### config.mk
export PLATFORM = sky130hd
export DESIGN_NAME = bcd_stopwatch_core
export DESIGN_NICKNAME = d
export VERILOG_FILES = /design/src/rtl/stopwatch_pkg.sv /design/src/rtl/bcd_digit_counter.sv /design/src/rtl/bcd_stopwatch_core.sv
export SDC_FILE = /design/constraint.sdc
export NUM_CORES = 1
export LEC_CHECK = 0
export CAP_MARGIN = 20
export CORE_MARGIN = 4
export CORE_UTILIZATION = 50
export DETAILED_ROUTE_END_ITERATION = 12
export PLACE_DENSITY = 0.8
export RECOVER_POWER = 100
export SYNTH_ARGS = -nofsm -noshare
export SYNTH_HDL_FRONTEND = slang
export SYNTH_HIERARCHICAL = 1
export SYNTH_SLANG_ARGS = --single-unit
### constraint.sdc
create_clock -name clk -period 5.2 [get_ports clk]
set_clock_uncertainty 0.05 [all_clocks]
set_input_delay 1.56 -clock clk [delete_from_list [all_inputs] [get_ports clk]]
set_output_delay 1.56 -clock clk [all_outputs]
set_load 0.005 [all_outputs]
### src/rtl/stopwatch_pkg.sv
// Shared definitions for the BCD stopwatch core.
//   bcd4_t              : one BCD digit
//   PRESET_LO/PRESET_HI : the two fixed preset times (d3 d2 d1 d0), 10:20 and 40:30
//   D*_MIN/D*_MAX       : legal range of each digit position
package stopwatch_pkg;

    typedef logic [3:0] bcd4_t;

    localparam logic [15:0] PRESET_LO = 16'h1020;
    localparam logic [15:0] PRESET_HI = 16'h4030;

    localparam bcd4_t D0_MIN = 4'd0;
    localparam bcd4_t D0_MAX = 4'd9;
    localparam bcd4_t D1_MIN = 4'd0;
    localparam bcd4_t D1_MAX = 4'd5;
    localparam bcd4_t D2_MIN = 4'd0;
    localparam bcd4_t D2_MAX = 4'd9;
    localparam bcd4_t D3_MIN = 4'd1;
    localparam bcd4_t D3_MAX = 4'd4;

endpackage

### src/rtl/bcd_digit_counter.sv
// Single BCD digit, wrapping between MIN and MAX.
//   clk    : system clock
//   RESET  : synchronous, active-high; loads load_val
//   load_val : value taken on RESET
//   en     : step the digit this clock
//   down   : 1 = decrement, 0 = increment
//   digit  : current digit value
//   term   : digit is at the wrap point for the current direction
module bcd_digit_counter
    import stopwatch_pkg::*;
#(
    parameter bcd4_t MIN = 4'd0,
    parameter bcd4_t MAX = 4'd9
) (
    input  logic  clk,
    input  logic  RESET,
    input  bcd4_t load_val,
    input  logic  en,
    input  logic  down,
    output bcd4_t digit,
    output logic  term
);

    bcd4_t digit_q;
    bcd4_t digit_d;
    logic  can_inc;
    logic  can_dec;

    // Out-of-range values (only reachable by forcing) fall into the
    // wrap branch: increment goes to MIN, decrement goes to MAX.
    always_comb begin
        can_inc = (digit_q == MIN) || ((digit_q > MIN) && (digit_q < MAX));
        can_dec = (digit_q > MIN) && (digit_q <= MAX);
        digit_d = digit_q;
        if (en) begin
            if (down) begin
                digit_d = can_dec ? (digit_q - 4'd1) : MAX;
            end else begin
                digit_d = can_inc ? (digit_q + 4'd1) : MIN;
            end
        end
    end

    always_ff @(posedge clk) begin
        if (RESET) begin
            digit_q <= load_val;
        end else begin
            digit_q <= digit_d;
        end
    end

    assign digit = digit_q;
    assign term  = down ? (digit_q == MIN) : (digit_q == MAX);

endmodule

### src/rtl/bcd_stopwatch_core.sv
// Four-digit BCD up/down stopwatch counting between 10:20 and 40:30.
//   clk      : system clock
//   RESET    : synchronous, active-high; loads the start preset for REVERSE
//   START    : level run enable
//   REVERSE  : 0 = count up, 1 = count down
//   Q        : BCD count {d3, d2, d1, d0} (mm:ss)
//   at_limit : combinational; Q equals the stop preset for REVERSE
module bcd_stopwatch_core
    import stopwatch_pkg::*;
(
    input  logic        clk,
    input  logic        RESET,
    input  logic        START,
    input  logic        REVERSE,
    output logic [15:0] Q,
    output logic        at_limit
);

    bcd4_t       d0, d1, d2, d3;
    logic        t0, t1, t2;
    logic        t3_unused;
    logic [15:0] load_val;
    logic [15:0] target;
    logic        run;
    logic        e0, e1, e2, e3;

    assign Q = {d3, d2, d1, d0};

    // Direction picks both the reload preset and the stop preset; they
    // are always opposite ends of the range.
    always_comb begin
        load_val = REVERSE ? PRESET_HI : PRESET_LO;
        target   = REVERSE ? PRESET_LO : PRESET_HI;
        at_limit = (Q == target);
        run      = START & ~at_limit;
        e0       = run;
        e1       = run & t0;
        e2       = run & t0 & t1;
        e3       = run & t0 & t1 & t2;
    end

    bcd_digit_counter #(.MIN(D0_MIN), .MAX(D0_MAX)) u_d0 (
        .clk(clk), .RESET(RESET), .load_val(load_val[3:0]),
        .en(e0), .down(REVERSE), .digit(d0), .term(t0)
    );

    bcd_digit_counter #(.MIN(D1_MIN), .MAX(D1_MAX)) u_d1 (
        .clk(clk), .RESET(RESET), .load_val(load_val[7:4]),
        .en(e1), .down(REVERSE), .digit(d1), .term(t1)
    );

    bcd_digit_counter #(.MIN(D2_MIN), .MAX(D2_MAX)) u_d2 (
        .clk(clk), .RESET(RESET), .load_val(load_val[11:8]),
        .en(e2), .down(REVERSE), .digit(d2), .term(t2)
    );

    // The stop compare prevents d3 from ever wrapping, so its flag is unused.
    bcd_digit_counter #(.MIN(D3_MIN), .MAX(D3_MAX)) u_d3 (
        .clk(clk), .RESET(RESET), .load_val(load_val[15:12]),
        .en(e3), .down(REVERSE), .digit(d3), .term(t3_unused)
    );

endmodule

==> results.sh, run 1 <==
export IMPL_diodes=0
export IMPL_worstSetupPathType="in -> out"
export IMPL_drt_first_iter_violations=125
export IMPL_n_fill_cell=280
export IMPL_tightest_slew_ps=1470
export IMPL_synth_area_sq_um=1680
export IMPL_worstPathMaxFanout=3
export IMPL_period_share_pct=96.2
export IMPL_die_h_um=66.0
export IMPL_p_leak_uw=0.000741
export IMPL_cts_tree="done"
export IMPL_syn_avg_cell_area_sq_um=8.85
export IMPL_grt_overflow=0
export IMPL_clockBufferDepth=2
export IMPL_yosys_warnings=6
export IMPL_path_clk_slew_ps=90
export IMPL_maxSlewHeadroom_pct=1.77
export IMPL_cts_resized_gates=0
export IMPL_fin_crit_ps=5000
export IMPL_portBuffers=20
export IMPL_cts_sink_count=16
export IMPL_grt_pass1_wl_um=6530
export IMPL_io_pin_count=21
export IMPL_setup_viol=0
export IMPL_grt_antenna_before_repair=0
export IMPL_first_global_vias=1454
export IMPL_die_area_sq_um=4360
export IMPL_r2r_start="u_d1/digit[3]"
export IMPL_critPathLaunch="REVERSE"
export IMPL_syn_inst=190
export IMPL_cts_setup_buffers=0
export IMPL_syn_to_final_growth_pct=16.7
export IMPL_hpwl_um=2740
export IMPL_cts_buffers=3
export IMPL_dr_pass1_iters=4
export IMPL_start_util_pct=53.8
export IMPL_pre_cts_slack_ps=298
export IMPL_die_w_um=66.0
export IMPL_worstPathArrival_ps=3390
export IMPL_hp_start="u_d3/digit[1]"
export IMPL_status="finished clean"
export IMPL_routedWlPerCell_um=14.3
export IMPL_nets=236
export IMPL_postRouteAntennaNets=0
export IMPL_startpoint_type="input pin"
export IMPL_ctsHtreeMaxLevel=1
export IMPL_place_congestion=0.795
export IMPL_power_density_nw_per_um2=196
export IMPL_post_drt_via_cell_ratio=5.75
export IMPL_clock_latency_ps=290
export IMPL_core_sq_um=3130
export IMPL_vias=1500
export IMPL_drive_above_1_share_pct=8.76
export IMPL_rsz0062_at_grt="no"
export IMPL_ir_drop_uv=140
export IMPL_drc=0
export IMPL_place_area_sq_um=1950
export IMPL_max_freq_mhz=200
export IMPL_cts_root_buf="clkbuf_4"
export IMPL_setup_slack_ps=199
export IMPL_endpoint_kind="output port"
export IMPL_holdBufCountCts=0
export IMPL_finalHoldViolCount=0
export IMPL_drv_slew=0
export IMPL_multiInputGateArea_sq_um=1120
export IMPL_final_area_sq_um=1960
export IMPL_grt_total_usage_pct=19.1
export IMPL_worstPathRequired_ps=3590
export IMPL_tns_ps=0
export IMPL_drt_total_wl_um=3730
export IMPL_grt_start_max_net_pins=38
export IMPL_hold_path_class="reg -> reg"
export IMPL_hold_ws_ps=757
export IMPL_regArea_sq_um=480
export IMPL_totalPowerFinal_uw=384
export IMPL_drv_cap=0
export IMPL_rows=20
## through the flow
stage / cells / util [%]
final: 261 / 62.7
after global routing: 261 / 62.7
after global placement: 258 / 62.2
after floorplan: 201 / -
after detailed placement: 258 / 62.2
after CTS: 261 / 63.0
## worst max-delay path, stage by stage
cell and delay, ps:
dlygate4sd3_1 570, nand4bb_1 250, a2111oi_4 340, and2_0 180
clkdlybuf4s50_1 500
## per-layer routing
layer | vias to the layer above | wire [um] | GRT usage (%)
met2 | 35 | 1780 | 31.5
met5 | - | 0 | 0
met4 | 0 | 54 | 6.85
li1 | 755 | - | -
met1 | 704 | 1740 | 25.1
met3 | 6 | 153 | 2.89
## power by group
group          switching [uW]  internal [uW]
logic                    65.8           65.6
registers                28.0            159
clock network            39.1           26.9
total                     133            251
## cells in the final DEF, fill, tap and decap left out, drive strengths merged, types with 2 or more instances in the layout
master	n
a211oi	2
o21bai	4
o21ai	11
a21oi	18
and2b	3
conb	13
nor2	5
nor3b	3
dlygate4sd3	17
ha	13
edfxtp	16
clkdlybuf4s50	3
nor3	2
o41ai	3
or3b	2
or4b	2
a221o	2
nor4b	7
a31oi	4
mux2i	3
nand3b	5
or2	4
nand2	10
mux2	2
nand3	5
inv	19
nand2b	8
nor2b	3
a21boi	3
clkbuf	5
o31a	2
nand4bb	2
## state kept, by name (all words and copies together) (netlist names)
| name | flops |
|---|---|
| u_d0/digit | 4 |
| u_d1/digit | 4 |
| u_d2/digit | 4 |
| u_d3/digit | 4 |
## cell type report
type,count,area share [%]
inverter,19,3.64
sequential,16,24.5
clock buffer,3,1.15
multi-input combinational,156,57.0
tap,44,2.81
timing repair buffer,23,11.0
## worst paths after layout
check,end,slack [ps],cells past startpoint
hold reg to reg,u_d3/digit[3],760,3
setup reg to reg,u_d0/digit[2],2750,5
setup / recovery,at_limit,200,5
hold / removal,u_d3/digit[3],760,3
Note: power is estimated with default switching activity, not from simulation.
==> run 2: changes to the inputs <==
--- a/config.mk
+++ b/config.mk
@@ -9,9 +9,12 @@
 export CORE_MARGIN = 4
 export CORE_UTILIZATION = 50
 export DETAILED_ROUTE_END_ITERATION = 12
+export GPL_ROUTABILITY_DRIVEN = 0
+export MAX_ROUTING_LAYER = met4
 export PLACE_DENSITY = 0.8
 export RECOVER_POWER = 100
 export SYNTH_ARGS = -nofsm -noshare
 export SYNTH_HDL_FRONTEND = slang
 export SYNTH_HIERARCHICAL = 1
 export SYNTH_SLANG_ARGS = --single-unit
+export TNS_END_PERCENT = 10
==> run 2 against run 1 <==
Compared with the run above:
- global-route usage is 0.50 points higher
- register-to-register slack barely moved
- critical endpoint unchanged
- utilization is the same
- final cell count is the same
- sequential power about the same
- largest power group unchanged
==> results.sh, run 2 (synthesized netlist as in run 1, its figures left out) <==
export IMPL_routedWlPerCell_um=14.3
export IMPL_drt_total_wl_um=3730
export IMPL_endpoint_kind="output port"
export IMPL_postRouteAntennaNets=0
export IMPL_multiInputGateArea_sq_um=1120
export IMPL_clock_latency_ps=290
export IMPL_cts_resized_gates=0
export IMPL_tightest_slew_ps=1470
export IMPL_final_common_cell="inv_1"
export IMPL_slowest_delay_ps=570
export IMPL_hpwl_um=2740
export IMPL_max_freq_mhz=200
export IMPL_die_area_sq_um=4360
export IMPL_regArea_sq_um=480
export IMPL_cts_setup_buffers=0
export IMPL_grt_total_usage_pct=19.6
export IMPL_core_sq_um=3130
export IMPL_dp_cells=258
export IMPL_die_h_um=66.0
export IMPL_path_clk_slew_ps=90
export IMPL_grt_overflow=0
export IMPL_post_drt_via_cell_ratio=5.79
export IMPL_layout_common_cells="inv_1 (19), a21oi_1 (17), dlygate4sd3_1 (17)"
export IMPL_maxSlewHeadroom_pct=2.20
export IMPL_io_pin_count=21
export IMPL_instances_no_fill=261
export IMPL_dr_pass1_iters=4
export IMPL_power_density_nw_per_um2=196
export IMPL_cts_sink_count=16
export IMPL_crit_slowest_cell="dlygate4sd3_1"
export IMPL_wl_met1_um=1770
export IMPL_diodes=0
export IMPL_highest_layer="met4"
export IMPL_ctsHtreeMaxLevel=1
export IMPL_tns_ps=0
export IMPL_nets=236
export IMPL_worstPathArrival_ps=3390
export IMPL_first_global_vias=1458
export IMPL_finalHoldViolCount=0
export IMPL_drt_first_iter_violations=117
export IMPL_rows=20
export IMPL_drv_slew=0
export IMPL_start_util_pct=53.8
export IMPL_hold_path_class="reg -> reg"
export IMPL_setup_viol=0
export IMPL_holdBufCountCts=0
export IMPL_syn_to_final_growth_pct=16.7
export IMPL_drc=0
export IMPL_ir_drop_uv=140
export IMPL_worstPathRequired_ps=3590
export IMPL_status="finished clean"
export IMPL_grt_start_max_net_pins=38
export IMPL_p_leak_uw=0.000741
export IMPL_grt_antenna_before_repair=0
export IMPL_path_cells="dlygate4sd3_1 -> nand4bb_1 -> a2111oi_4 -> and2_0 -> clkdlybuf4s50_1"
export IMPL_route_met3_wl_um=128
export IMPL_fin_crit_ps=5000
export IMPL_drv_cap=0
export IMPL_drive_above_1_share_pct=8.76
export IMPL_n_fill_cell=280
export IMPL_portBuffers=20
export IMPL_grt_pass1_wl_um=6530
export IMPL_clockBufferDepth=2
export IMPL_cts_root_buf="clkbuf_4"
export IMPL_cts_tree="done"
export IMPL_worstPathMaxFanout=3
export IMPL_die_w_um=66.0
export IMPL_worstSetupPathType="in -> out"
export IMPL_startpoint_type="input pin"
export IMPL_met2_length_um=1780
export IMPL_cts_buffers=3
export IMPL_vias=1512
export IMPL_rsz0062_at_grt="no"
export IMPL_period_share_pct=96.2
export IMPL_totalPowerFinal_uw=385
## run 2: layout make-up
cell class	instances	area share [%]
Timing Repair Buffer	23	11.0
Clock buffer	3	1.15
Multi-Input combinational cell	156	57.0
Sequential cell	16	24.5
Tap cell	44	2.81
Inverter	19	3.64
## run 2: final timing paths
| check | from | end | slack (ps) | depth (start not counted) |
|---|---|---|---|---|
| setup / recovery | REVERSE | at_limit | 200 | 5 |
| hold / removal | u_d3/digit[1] | u_d3/digit[3] | 760 | 3 |
| setup reg to reg | u_d0/digit[2] | u_d0/digit[2] | 2750 | 5 |
| hold reg to reg | u_d3/digit[1] | u_d3/digit[3] | 760 | 3 |
## run 2: per-layer routing
| metal | vias up | GRT usage (%) |
|---|---|---|
| met2 | 37 | 31.5 |
| li1 | 753 | - |
| met1 | 716 | 25.1 |
| met3 | 6 | 2.89 |
| met4 | 0 | 6.85 |
| met5 | - | - |
## run 2: report_power, final
| group | switching, uW | internal [uW] | leakage (uW) | total [uW] |
|---|---|---|---|---|
| registers | 28.1 | 159 | 0.000160 | 187 |
| logic | 66.1 | 65.7 | 0.000567 | 132 |
| clock network | 39.3 | 26.9 | 0.0000138 | 66.2 |
## run 2: critical path: cells and delay by family
kind / cells / cell delay [ps]
and+or+nand+nor: 2 / 430
AOI/OAI and AO/OA: 1 / 340
buffers and inverters: 2 / 1070
## run 2: through the flow
step | util [%] | hold slack (ps) | cell area (sq um) | setup WS, ps
4_1_cts | 63.0 | 767 | 1970 | 290
6_report | 62.7 | 757 | 1960 | 200
5_1_grt | 62.7 | 842 | 1960 | 114
2_1_floorplan | - | 698 | 1720 | 1260
3_3_place_gp | 62.2 | 737 | 1950 | 353
3_5_place_dp | 62.2 | 751 | 1950 | 298
==> RTL edit: new RTL, config.mk and constraints of run 2 <==
Register the inputs `START` and `REVERSE` before use. The logic sees them one clock later. Comments in the files are not updated.
--- a/src/rtl/bcd_stopwatch_core.sv
+++ b/src/rtl/bcd_stopwatch_core.sv
@@ -17,4 +17,12 @@
 );
 
+    logic START_q;
+    logic REVERSE_q;
+
+    always_ff @(posedge clk) begin
+        START_q   <= START;
+        REVERSE_q <= REVERSE;
+    end
+
     bcd4_t       d0, d1, d2, d3;
     logic        t0, t1, t2;
@@ -30,8 +38,8 @@
     // are always opposite ends of the range.
     always_comb begin
-        load_val = REVERSE ? PRESET_HI : PRESET_LO;
-        target   = REVERSE ? PRESET_LO : PRESET_HI;
+        load_val = REVERSE_q ? PRESET_HI : PRESET_LO;
+        target   = REVERSE_q ? PRESET_LO : PRESET_HI;
         at_limit = (Q == target);
-        run      = START & ~at_limit;
+        run      = START_q & ~at_limit;
         e0       = run;
         e1       = run & t0;
@@ -42,15 +50,15 @@
     bcd_digit_counter #(.MIN(D0_MIN), .MAX(D0_MAX)) u_d0 (
         .clk(clk), .RESET(RESET), .load_val(load_val[3:0]),
-        .en(e0), .down(REVERSE), .digit(d0), .term(t0)
+        .en(e0), .down(REVERSE_q), .digit(d0), .term(t0)
     );
 
     bcd_digit_counter #(.MIN(D1_MIN), .MAX(D1_MAX)) u_d1 (
         .clk(clk), .RESET(RESET), .load_val(load_val[7:4]),
-        .en(e1), .down(REVERSE), .digit(d1), .term(t1)
+        .en(e1), .down(REVERSE_q), .digit(d1), .term(t1)
     );
 
     bcd_digit_counter #(.MIN(D2_MIN), .MAX(D2_MAX)) u_d2 (
         .clk(clk), .RESET(RESET), .load_val(load_val[11:8]),
-        .en(e2), .down(REVERSE), .digit(d2), .term(t2)
+        .en(e2), .down(REVERSE_q), .digit(d2), .term(t2)
     );
 
@@ -58,5 +66,5 @@
     bcd_digit_counter #(.MIN(D3_MIN), .MAX(D3_MAX)) u_d3 (
         .clk(clk), .RESET(RESET), .load_val(load_val[15:12]),
-        .en(e3), .down(REVERSE), .digit(d3), .term(t3_unused)
+        .en(e3), .down(REVERSE_q), .digit(d3), .term(t3_unused)
     );
 
Function: changed (a bounded check fails within 4 cycles, from zero or initial values).
==> RTL edit against run 2 <==
Area after synthesis up 2.8%; synthesized cell count is 1.1% higher; setup slack improved by 0.96 ns; sequential cell count is 2 higher; routed wire length shrank 4.0%; maximum frequency is 24% higher; total power rose by 9.4%; via count decreased by 3.3%; sequential power is 9% higher; design area is 3.0% higher; count of clock-buffer cells in the layout rose by 1.
==> RTL edit: results (changes against run 2) <==
Status
  – Outcome: finished, final reports clean

Drt
  – DR pass1 iterations: 6 (+2)
  – Vias post-DR: 1462 (-3.3%)
  – Iter 0 DRT Violations: 170 (+45%)
  – Vias per inst: 5.52 (-4.8%)
  – Post-Route WL: 3.58 mm (-4.0%)

Placed design
  – Inst Count DP: 261 (+1.2%)
  – Hpwl dp: 2.56 mm (-6.7%)
  – I/O Buffers: 20 (unchanged)

Final layout
  – FILL cells: 283 (+1.1%)
  – Share of layout cells above drive strength 1: 0.0868 (-0.000800)
  – Nets@finish: 237 (+0.42%)

Global routing
  – M2 GR Usage: 0.283 (-0.0320)
  – Largest net degree at the start of global routing: 39 (+2.6%)
  – Global-route met3 utilization: 0.0219 (-0.00699)
  – GR Util met1: 0.252 (+0.00182)
  – Initial antenna violation count: 0 (unchanged)
  – Vias in the first global route: 1358 (-6.9%)
  – Tot GR Track Use: 0.185 (-0.0104)
  – First-pass GRT wire length: 6.27 mm (-4.0%)

Worst setup path
  – Top delay family on crit path: simple AND/OR/NAND/NOR gates
  – Crit path max-delay cell type: or4b_1
  – Slowest stage delay, CP: 0.60 ns (+0.03 ns)
  – Crit path max fanout: 10 (+7)
  – CP Data Arrival Time: 2.43 ns (-0.96 ns)

CTS
  – CTS clk-pin slew, worst paths: 0.11 ns (+0.02 ns)
  – Post-cts sizing count: 0 (unchanged)
  – # Post-CTS Setup Buffers: 0 (unchanged)

STA
  – Slew @ Worst Pin: 0.926 ns (-0.541 ns)

Pwr
  – Leakage: 0.765 nW (+3.3%)
  – Maximum vdd drop: 0.110 mV (-22%)

Hold path
  – HP Class: reg2reg

Synth
  – Total number of yosys warnings: 6 (unchanged)
  – Syn Area/Cell: 9.00 um^2 (+1.7%)
RTL edit: where the power goes:
part,switching (mW),internal (mW),total [mW],leakage (nW)
combinational,0.0640,0.0653,0.129,0.567
clock,0.0456,0.0427,0.0884,0.0210
sequential,0.0283,0.175,0.203,0.177
total,0.138,0.283,0.421,0.765
RTL edit: area by class of cell:
cell class              count  area (um^2)  area share
multi-input cells         156         1120       0.556
well taps                  46         57.6      0.0285
clock buffers               4         36.3      0.0180
inverters                  19         71.3      0.0353
flip-flops and latches     18          520       0.258
repair buffers             22          211       0.105
RTL edit: metrics by stage:
stage               area [um^2]  total power [mW]  utilization  setup WS, ns
detailed placement         1990             0.340        0.596          1.48
CTS                        2020             0.430        0.607          1.13
finish                     2020             0.421        0.606          1.16
global route               2020             0.453        0.606          1.02
global placement           1990             0.338        0.596          1.53
floorplan                  1770             0.294            -          2.10
RTL edit: final timing paths:
| path | startpoint | endpoint | slack (ns) | depth (start not counted) |
|---|---|---|---|---|
| worst min-delay path | u_d3/digit[1] | u_d3/digit[3] | 0.76 | 3 |
| worst max register to register | u_d1/digit[3] | u_d0/digit[1] | 2.95 | 4 |
| worst min register to register | u_d3/digit[1] | u_d3/digit[3] | 0.76 | 3 |
| worst max-delay path | u_d1/digit[3] | at_limit | 1.16 | 4 |
RTL edit: worst min-delay path, delay by kind of cell (launching register included):
kind	cells	cell delay (ns)
DFF	1	0.43
and+or+nand+nor	2	0.16
AOI/OAI and AO/OA	1	0.06
RTL edit: metal layers:
| layer | up-vias | wire, um | part of all wire |
|---|---|---|---|
| li1 | 757 | - | - |
| met3 | 4 | 145 | 0.040 |
| met2 | 38 | 1610 | 0.45 |
| met5 | - | 0 | 0 |
| met1 | 663 | 1770 | 0.49 |
| met4 | 0 | 50 | 0.014 |
